--- config.mk ---
export PLATFORM = sky130hd
export DESIGN_NAME = rr_mux_arbiter_flat
export DESIGN_NICKNAME = d
export VERILOG_FILES = /design/src/rtl/rr_mux_arbiter_if.sv /design/src/rtl/rr_mux_arbiter.sv /design/src/flat_wrapper.sv
export SDC_FILE = /design/constraint.sdc
export NUM_CORES = 1
export LEC_CHECK = 0
export BUFFER_PORTS_ARGS = -buffer_cell sky130_fd_sc_hd__buf_2
export CAP_MARGIN = 10
export CORE_MARGIN = 4
export CORE_UTILIZATION = 43
export DETAILED_ROUTE_END_ITERATION = 10
export GPL_ROUTABILITY_DRIVEN = 0
export PLACE_DENSITY_LB_ADDON = 0.08
export SLEW_MARGIN = 20
export SYNTH_ARGS = -nofsm -noshare
export SYNTH_HDL_FRONTEND = slang
export SYNTH_SLANG_ARGS = --single-unit
--- constraint.sdc ---
create_clock -name clk_i -period 4.05 [get_ports clk_i]
set_input_delay 0.2025 -clock clk_i [delete_from_list [all_inputs] [get_ports clk_i]]
set_output_delay 0.2025 -clock clk_i [all_outputs]
set_load 0.01 [all_outputs]
--- src/rtl/rr_mux_arbiter_if.sv ---
// rr_mux_arbiter_if
// Bundles the requester side and the downstream side of the shared 4-to-1 mux
// arbiter so the arbiter and its environment connect through one port.
//   req_i    : per-requester request (bit k = requester k has a word)
//   data_i   : packed requester words, requester k at [k*DATA_W +: DATA_W]
//   ready_i  : downstream can take data_o this cycle
//   grant_o  : one-hot grant, combinational
//   valid_o  : output stage holds an unconsumed word
//   data_o   : registered output word
//   sel_o    : index of the requester whose word sits in data_o
// Modports: slave = arbiter side, master = requesters/consumer side.
interface rr_mux_arbiter_if #(
   parameter int DATA_W = 8
);
   logic [3:0]          req_i;
   logic [4*DATA_W-1:0] data_i;
   logic                ready_i;
   logic [3:0]          grant_o;
   logic                valid_o;
   logic [DATA_W-1:0]   data_o;
   logic [1:0]          sel_o;

   modport slave (
      input  req_i, data_i, ready_i,
      output grant_o, valid_o, data_o, sel_o
   );

   modport master (
      output req_i, data_i, ready_i,
      input  grant_o, valid_o, data_o, sel_o
   );
endinterface

--- src/rtl/rr_mux_arbiter.sv ---
// rr_mux_arbiter
// Round-robin arbiter for four requesters sharing one 4-to-1 data mux. The
// winning word is captured into a single-entry output stage that hands it to
// the downstream consumer with valid/ready.
//   clk_i : clock, rising edge
//   rst_i : synchronous reset, active high
//   bus   : rr_mux_arbiter_if.slave (req/data in, grant/valid/data/sel out)
//
// state | meaning
// ------+---------------------------------------------
// EMPTY | no word held, valid_o=0; any request loads
// FULL  | word held in data_o, valid_o=1; reload only
//       | on the cycle the held word is consumed
module rr_mux_arbiter #(
   parameter int DATA_W = 8
) (
   input  logic             clk_i,
   input  logic             rst_i,
   rr_mux_arbiter_if.slave  bus
);
   localparam logic [0:0] EMPTY = 1'b0;
   localparam logic [0:0] FULL  = 1'b1;

   logic [0:0]        r_state;
   logic [1:0]        r_ptr;
   logic [1:0]        r_sel;
   logic [DATA_W-1:0] r_data;

   logic              w_valid;
   logic              w_load;
   logic [1:0]        w_winner;
   logic [1:0]        w_idx;

   assign w_valid = (r_state == FULL);

   // Scan from the farthest offset down to ptr so the nearest requester
   // (in rotating order) is the last assignment and therefore wins.
   always_comb begin
      w_winner = 2'd0;
      w_idx    = 2'd0;
      for (int i = 3; i >= 0; i--) begin
         w_idx = r_ptr + i[1:0];
         if (bus.req_i[w_idx]) begin
            w_winner = w_idx;
         end
      end
   end

   assign w_load = ~rst_i & (|bus.req_i) & (~w_valid | bus.ready_i);

   assign bus.grant_o = w_load ? (4'b0001 << w_winner) : 4'b0000;
   assign bus.valid_o = w_valid;
   assign bus.data_o  = r_data;
   assign bus.sel_o   = r_sel;

   always_ff @(posedge clk_i) begin
      if (rst_i) begin
         r_state <= EMPTY;
         r_ptr   <= 2'd0;
         r_sel   <= 2'd0;
         r_data  <= '0;
      end else begin
         case (r_state)
            EMPTY: begin
               if (w_load) begin
                  r_state <= FULL;
                  r_data  <= bus.data_i[w_winner*DATA_W +: DATA_W];
                  r_sel   <= w_winner;
                  r_ptr   <= w_winner + 2'd1;
               end
            end
            default: begin
               // A load here always coincides with consumption of the held
               // word, so the stage refills without a bubble.
               if (w_load) begin
                  r_data <= bus.data_i[w_winner*DATA_W +: DATA_W];
                  r_sel  <= w_winner;
                  r_ptr  <= w_winner + 2'd1;
               end else if (bus.ready_i) begin
                  r_state <= EMPTY;
               end
            end
         endcase
      end
   end
endmodule

--- src/flat_wrapper.sv ---
// flat-port wrapper written by rule: the top's interface ports become plain ports
module rr_mux_arbiter_flat 
#(
   parameter int DATA_W = 8
)
  (clk_i, rst_i, bus_req_i, bus_data_i, bus_ready_i, bus_grant_o, bus_valid_o, bus_data_o, bus_sel_o);
  rr_mux_arbiter_if #(.DATA_W(DATA_W)) bus_i ();
  input  logic clk_i;
  input  logic rst_i;
  input wire logic [$bits(bus_i.req_i)-1:0] bus_req_i;
  input wire logic [$bits(bus_i.data_i)-1:0] bus_data_i;
  input wire logic [$bits(bus_i.ready_i)-1:0] bus_ready_i;
  output wire logic [$bits(bus_i.grant_o)-1:0] bus_grant_o;
  output wire logic [$bits(bus_i.valid_o)-1:0] bus_valid_o;
  output wire logic [$bits(bus_i.data_o)-1:0] bus_data_o;
  output wire logic [$bits(bus_i.sel_o)-1:0] bus_sel_o;
  assign bus_i.req_i = bus_req_i;
  assign bus_i.data_i = bus_data_i;
  assign bus_i.ready_i = bus_ready_i;
  assign bus_grant_o = bus_i.grant_o;
  assign bus_valid_o = bus_i.valid_o;
  assign bus_data_o = bus_i.data_o;
  assign bus_sel_o = bus_i.sel_o;
  rr_mux_arbiter #(.DATA_W(DATA_W)) u_core (.clk_i(clk_i), .rst_i(rst_i), .bus(bus_i));
endmodule
==> results of run 1 <==
## worst register-to-register path, stage by stage (launching register included)
cell and delay [ns]:
dfxtp_1 0.35, nand2b_1 0.12, nor2b_1 0.13, o32a_1 0.87, xnor2_1 0.23, a211oi_2 0.26
## cell type report
cell class	instances	area, sq um
Clock buffer	4	26.3
Tap cell	25	31.3
Multi-Input combinational cell	67	497
Sequential cell	13	260
Inverter	3	11.3
Fill cell	180	636
Timing Repair Buffer	53	265
## synth_stat cells
master    count  area share (%)
nand2_1       6             2.8
nor4_1        1            0.79
a21oi_1       6             3.8
clkbuf_1      1            0.47
o221ai_1      8             8.8
a211oi_4      1             2.5
a21o_1        2             1.9
mux2i_1      16              20
o32a_1        1             1.3
nor2_1        8             3.8
dfxtp_1      13              33
nor2b_1       2             1.6
a211oi_2      1             1.6
nand2_2       1            0.79
buf_2         4             2.5
a211oi_1      1            0.95
xnor2_1       1             1.1
nand3b_1      8             7.6
nand2b_1      4             3.2
inv_1         3             1.4
## metal layers
layer	wire length (um)	track usage [%]	part of all wire (%)
met5	0	0	0
met2	997	28.5	48
met4	10	4.04	0.48
met3	138	4.08	6.6
met1	944	20.8	45
## worst max path at each step
stage	from	end	slack (ns)	cells past startpoint
final	u_core.r_ptr[0]	bus_grant_o[3]	1.65	6
after global placement	bus_req_i[1]	bus_grant_o[2]	2.01	7
after global routing	u_core.r_ptr[0]	bus_grant_o[3]	1.43	6
after CTS	u_core.r_ptr[0]	bus_grant_o[3]	1.61	6
after floorplan	u_core.r_ptr[0]	bus_grant_o[0]	2.55	6
after detailed placement	bus_req_i[1]	bus_grant_o[3]	1.87	7
## state kept, by name (all words and copies together), names as in the netlist
signal / cells
u_core.r_ptr: 2
u_core.bus.valid_o: 1
u_core.bus.sel_o: 2
u_core.bus.data_o: 8
## cell families after synthesis
logic type	count (synthesis)	share of synthesized area, %
buffers and inverters	8	4.42
AO/OA/AOI/OAI	20	20.9
flip-flops	13	32.9
XOR/XNOR	1	1.11
AND/OR/NAND/NOR	30	20.5
multiplexers	16	20.2
## power by group
| part | total (W) | switching, W | internal, W |
|---|---|---|---|
| clock network | 0.0000812 | 0.0000431 | 0.0000381 |
| logic | 0.000148 | 0.0000768 | 0.0000710 |
| registers | 0.000160 | 0.0000121 | 0.000148 |
## per-stage QoR
step                      utilization [%]  instances  hold slack [ns]  instance area [sq um]
final                                63.2        165            0.201                   1090
after global routing                 63.2        165            0.216                   1090
after CTS                            63.2        165            0.196                   1090
after detailed placement             61.7        161            0.447                   1060
after global placement               61.7        161            0.447                   1060
after floorplan                         -         88            0.394                    792
==> impl_metrics.py, run 1 <==
metrics = {
    "synthesis": {
        "syn_area_sq_um": 792,
        "syn-num-nets": 127,
        "synth.avg_cell_area_sq_um": 9.00,
        "netlist_instances": 88,
        "yosysSeqAreaShare_pct": 32.9,
        "synth_cell_types": 20,
        "ys_ff_latch": 13,
        "synth_warnings": 0,
    },
    "die": {
        "die_x_um": 50.9,
        "start_util_pct": 45.9,
        "dieArea_sq_mm": 0.00259,
        "die_h_um": 50.9,
        "core_sq_mm": 0.00173,
        "num_rows": 15,
        "io_pins": 54,
    },
    "sta": {
        "rsz0062_at_grt": "false",
        "slew-limit-headroom_pct": 28.0,
        "drv_slew": 0,
        "finClkSkew_ns": 0.000694,
        "clock.fmax_mhz": 416,
        "fin_crit_sh_pct": 59.3,
        "tns_ns": 0,
        "min_period_ns": 2.40,
        "worst_slack_ns": 1.65,
        "finalSetupViolCount": 0,
        "worst_slew_pin_slew_ns": 1.08,
        "hold_violations": 0,
    },
    "global_route": {
        "antenna_found_initial": 0,
        "grt_pass1_vias": 824,
        "grt.overflow.total": 0,
        "gr-usage-all-layers_pct": 16.7,
        "grt_max_degree": 22,
        "grt_pass1_wl_um": 3370,
    },
    "detailed_routing": {
        "num_vias": 841,
        "viasPerCell": 5.10,
        "drtIter0Drc": 3,
        "postRouteAntennaNets": 0,
        "wl_um": 2090,
        "drcViolationCount": 0,
        "wl_per_cell_um": 12.7,
        "firstDrtPassIters": 2,
    },
    "placed_design": {
        "dp.final_hpwl_um": 1620,
        "pre_cts_ws_ns": 1.87,
        "io_buffers": 53,
    },
    "layout": {
        "diodes": 0,
        "syn2layout_area_growth_pct": 37.8,
        "drive_above_1_share_pct": 42.1,
        "mostFrequentLayoutCells": "53 x buf_2, 16 x mux2i_1, 13 x dfxtp_1",
        "nets": 180,
        "final_common_cell": "buf_2",
    },
    "clock_network": {
        "cts.repair.resized": 0,
        "clock_latency_ns": 0.27,
        "clock-root-buffer": "clkbuf_4",
        "clock_sinks": 13,
        "clkSlewWorstSetupHoldPaths_ns": 0.08,
        "post_cts_buffers": 0,
        "cts_tree": "built",
        "numCtsBuffers": 3,
        "htree_levels": 1,
        "cts-hold-fix-buffers": 0,
        "clock_path_buffers": 2,
    },
    "min_path": {
        "hold_path_end": "u_core.bus.valid_o",
        "holdPathStages": 4,
        "holdCritStartpoint": "bus_ready_i",
        "hp-class": "input port to flip-flop",
    },
    "run": {
        "drv_cap": 0,
    },
    "setup_path": {
        "reg2reg_from": "u_core.r_ptr[0]",
        "startpoint_type": "flip-flop",
        "r2r_setup_slack_ns": 2.02,
        "worst_ep_arrival_time_ns": 2.20,
        "crit_path_max_incr_delay_ns": 0.87,
        "critical_path.slowest_cell": "o32a_1",
        "cp_max_fo": 21,
        "crit_family": "compound AO/OA/AOI/OAI gates",
        "r2r_cells": 5,
        "crit_type": "flip-flop to primary output",
        "r2r-end": "u_core.r_ptr[1]",
        "crit_buf_inv": 2,
        "required_ns": 3.85,
        "worstPathCellList": "nand2b_1, nor2b_1, o32a_1, inv_1, nor2_1, buf_2",
        "end_kind": "primary output",
    },
    "power_and_ir_drop": {
        "ir_drop_uv": 233,
        "p_leak_nw": 0.545,
        "powerDensity_mw_per_mm2": 356,
        "p_total_w": 0.000389,
    },
    "outcome": {
        "status": "finished clean",
    },
}
(Power assumes the default switching activity.)
==> run 2, diff against run 1 <==
--- a/config.mk
+++ b/config.mk
@@ -8,7 +8,7 @@
 export BUFFER_PORTS_ARGS = -buffer_cell sky130_fd_sc_hd__buf_2
 export CAP_MARGIN = 10
 export CORE_MARGIN = 4
-export CORE_UTILIZATION = 43
+export CORE_UTILIZATION = 36
 export DETAILED_ROUTE_END_ITERATION = 10
 export GPL_ROUTABILITY_DRIVEN = 0
 export PLACE_DENSITY_LB_ADDON = 0.08
==> constraint.sdc (replaced) <==
create_clock -name clk_i -period 2.06 [get_ports clk_i]
set_input_delay 0.103 -clock clk_i [delete_from_list [all_inputs] [get_ports clk_i]]
set_output_delay 0.103 -clock clk_i [all_outputs]
set_load 0.01 [all_outputs]
==> impl_metrics.py, run 2 (same netlist as run 1, synthesis figures left out) <==
metrics = {
    "setup_path": {
        "startpoint_type": "flip-flop",
        "end_kind": "primary output",
        "cp_max_fo": 9,
        "r2r-end": "u_core.bus.data_o[5]",
        "r2r_setup_slack_ns": 0.46,
        "reg2reg_from": "u_core.r_ptr[0]",
        "required_ns": 1.96,
        "worst_ep_arrival_time_ns": 1.81,
        "r2r_cells": 5,
        "crit_type": "flip-flop to primary output",
    },
    "die": {
        "start_util_pct": 39.2,
        "dieArea_sq_mm": 0.00301,
        "num_rows": 16,
        "die_h_um": 54.9,
        "core_sq_mm": 0.00202,
        "die_x_um": 54.9,
        "io_pins": 54,
    },
    "sta": {
        "clock.fmax_mhz": 521,
        "slew-limit-headroom_pct": 64.6,
        "drv_slew": 0,
        "fin_crit_sh_pct": 93.1,
        "worst_slew_pin_slew_ns": 0.526,
        "finClkSkew_ns": 0.00751,
        "hold_violations": 0,
        "min_period_ns": 1.92,
        "rsz0062_at_grt": "false",
        "finalSetupViolCount": 0,
        "tns_ns": 0,
    },
    "power_and_ir_drop": {
        "p_leak_nw": 0.556,
        "ir_drop_uv": 421,
        "p_total_w": 0.000769,
        "powerDensity_mw_per_mm2": 692,
    },
    "detailed_routing": {
        "met2_length_um": 1030,
        "wl_per_cell_um": 12.7,
        "postRouteAntennaNets": 0,
        "route.met3.wl_um": 189,
        "num_vias": 824,
        "wl_met1_um": 911,
        "wl_um": 2140,
        "firstDrtPassIters": 3,
        "drcViolationCount": 0,
        "highest_layer": "met4",
        "viasPerCell": 4.88,
        "drtIter0Drc": 5,
    },
    "outcome": {
        "status": "finished clean",
    },
    "global_route": {
        "gr-usage-all-layers_pct": 15.4,
        "grt_max_degree": 22,
        "grt_pass1_vias": 796,
        "grt_pass1_wl_um": 3350,
        "grt.overflow.total": 0,
        "antenna_found_initial": 0,
    },
    "min_path": {
        "holdCritStartpoint": "bus_ready_i",
        "holdPathStages": 4,
        "hold_path_end": "u_core.bus.valid_o",
        "hp-class": "input port to flip-flop",
    },
    "clock_network": {
        "clock_latency_ns": 0.28,
        "clock_path_buffers": 2,
        "cts_tree": "built",
        "clock_sinks": 13,
        "clkSlewWorstSetupHoldPaths_ns": 0.09,
        "numCtsBuffers": 3,
        "clock-root-buffer": "clkbuf_4",
        "htree_levels": 1,
    },
    "layout": {
        "syn2layout_area_growth_pct": 40.3,
        "nets": 182,
        "fill_cells": 211,
        "diodes": 0,
        "final_common_cell": "buf_2",
        "drive_above_1_share_pct": 43.7,
        "largest_reg_flops": 8,
        "multi_input_area_sq_um": 499,
        "mostFrequentLayoutCells": "53 x buf_2, 16 x mux2i_1, 13 x dfxtp_1",
        "regArea_sq_um": 260,
    },
    "placed_design": {
        "dp.final_hpwl_um": 1660,
        "io_buffers": 53,
    },
    "run": {
        "drv_cap": 0,
    },
}
[run 2: cell count changes in the layout (fill, tap and decap cells not counted), sizes merged]
cell  before  now
buf       53   55
[run 2: power by group]
| part | switching [W] | total [W] | leakage [nW] | internal [W] |
|---|---|---|---|---|
| sequential | 0.0000241 | 0.000314 | 0.108 | 0.000290 |
| combinational | 0.000149 | 0.000293 | 0.433 | 0.000144 |
| clock | 0.0000869 | 0.000162 | 0.0150 | 0.0000751 |
[run 2: how the worst max path moves through the flow]
stage	from	to	cells past startpoint
CTS	u_core.r_ptr[0]	bus_grant_o[2]	6
global route	u_core.r_ptr[0]	bus_grant_o[0]	6
global placement	u_core.r_ptr[0]	bus_grant_o[2]	6
finish	u_core.r_ptr[0]	bus_grant_o[0]	6
detailed placement	u_core.r_ptr[0]	bus_grant_o[2]	6
floorplan	u_core.r_ptr[1]	u_core.r_ptr[1]	5
[run 2: final cells by class]
class	count	share of cell area (%)
Clock buffer	4	2.36
Inverter	3	1.01
Multi-Input combinational cell	67	44.9
Sequential cell	13	23.4
Tap cell	27	3.04
Timing Repair Buffer	55	25.2
[run 2: critical path: stages (launching register included)]
cell and delay (ns):
dfxtp_1 0.36, nor2b_1 0.07, a21o_1 0.18, a211oi_4 0.42, nand2b_2 0.31, nor2_1 0.05
buf_2 0.14
[run 2: routing by layer]
| layer | track usage (%) | vias up |
|---|---|---|
| met1 | 18.7 | 362 |
| met3 | 2.95 | 2 |
| li1 | - | 433 |
| met5 | 0 | - |
| met4 | 7.29 | 0 |
| met2 | 25.8 | 27 |
[run 2: what timing repair did]
action                                 4_1_cts  5_1_grt
setup buffers                                0        0
resized for setup                            0        1
setup endpoints to repair                    0        2
endpoints found under the hold margin        0        0
hold buffers                                 0        0
[run 2: through the flow]
step / utilization (%) / area (sq um) / cells / hold WS (ns) / setup WS, ns
2_1_floorplan: - / 792 / 88 / 0.295 / 0.608
3_3_place_gp: 53.5 / 1080 / 165 / 0.390 / 0.410
3_5_place_dp: 53.5 / 1080 / 165 / 0.420 / 0.338
4_1_cts: 54.8 / 1110 / 169 / 0.122 / 0.0151
5_1_grt: 55.0 / 1110 / 169 / 0.135 / 0.00611
6_report: 55.0 / 1110 / 169 / 0.121 / 0.142
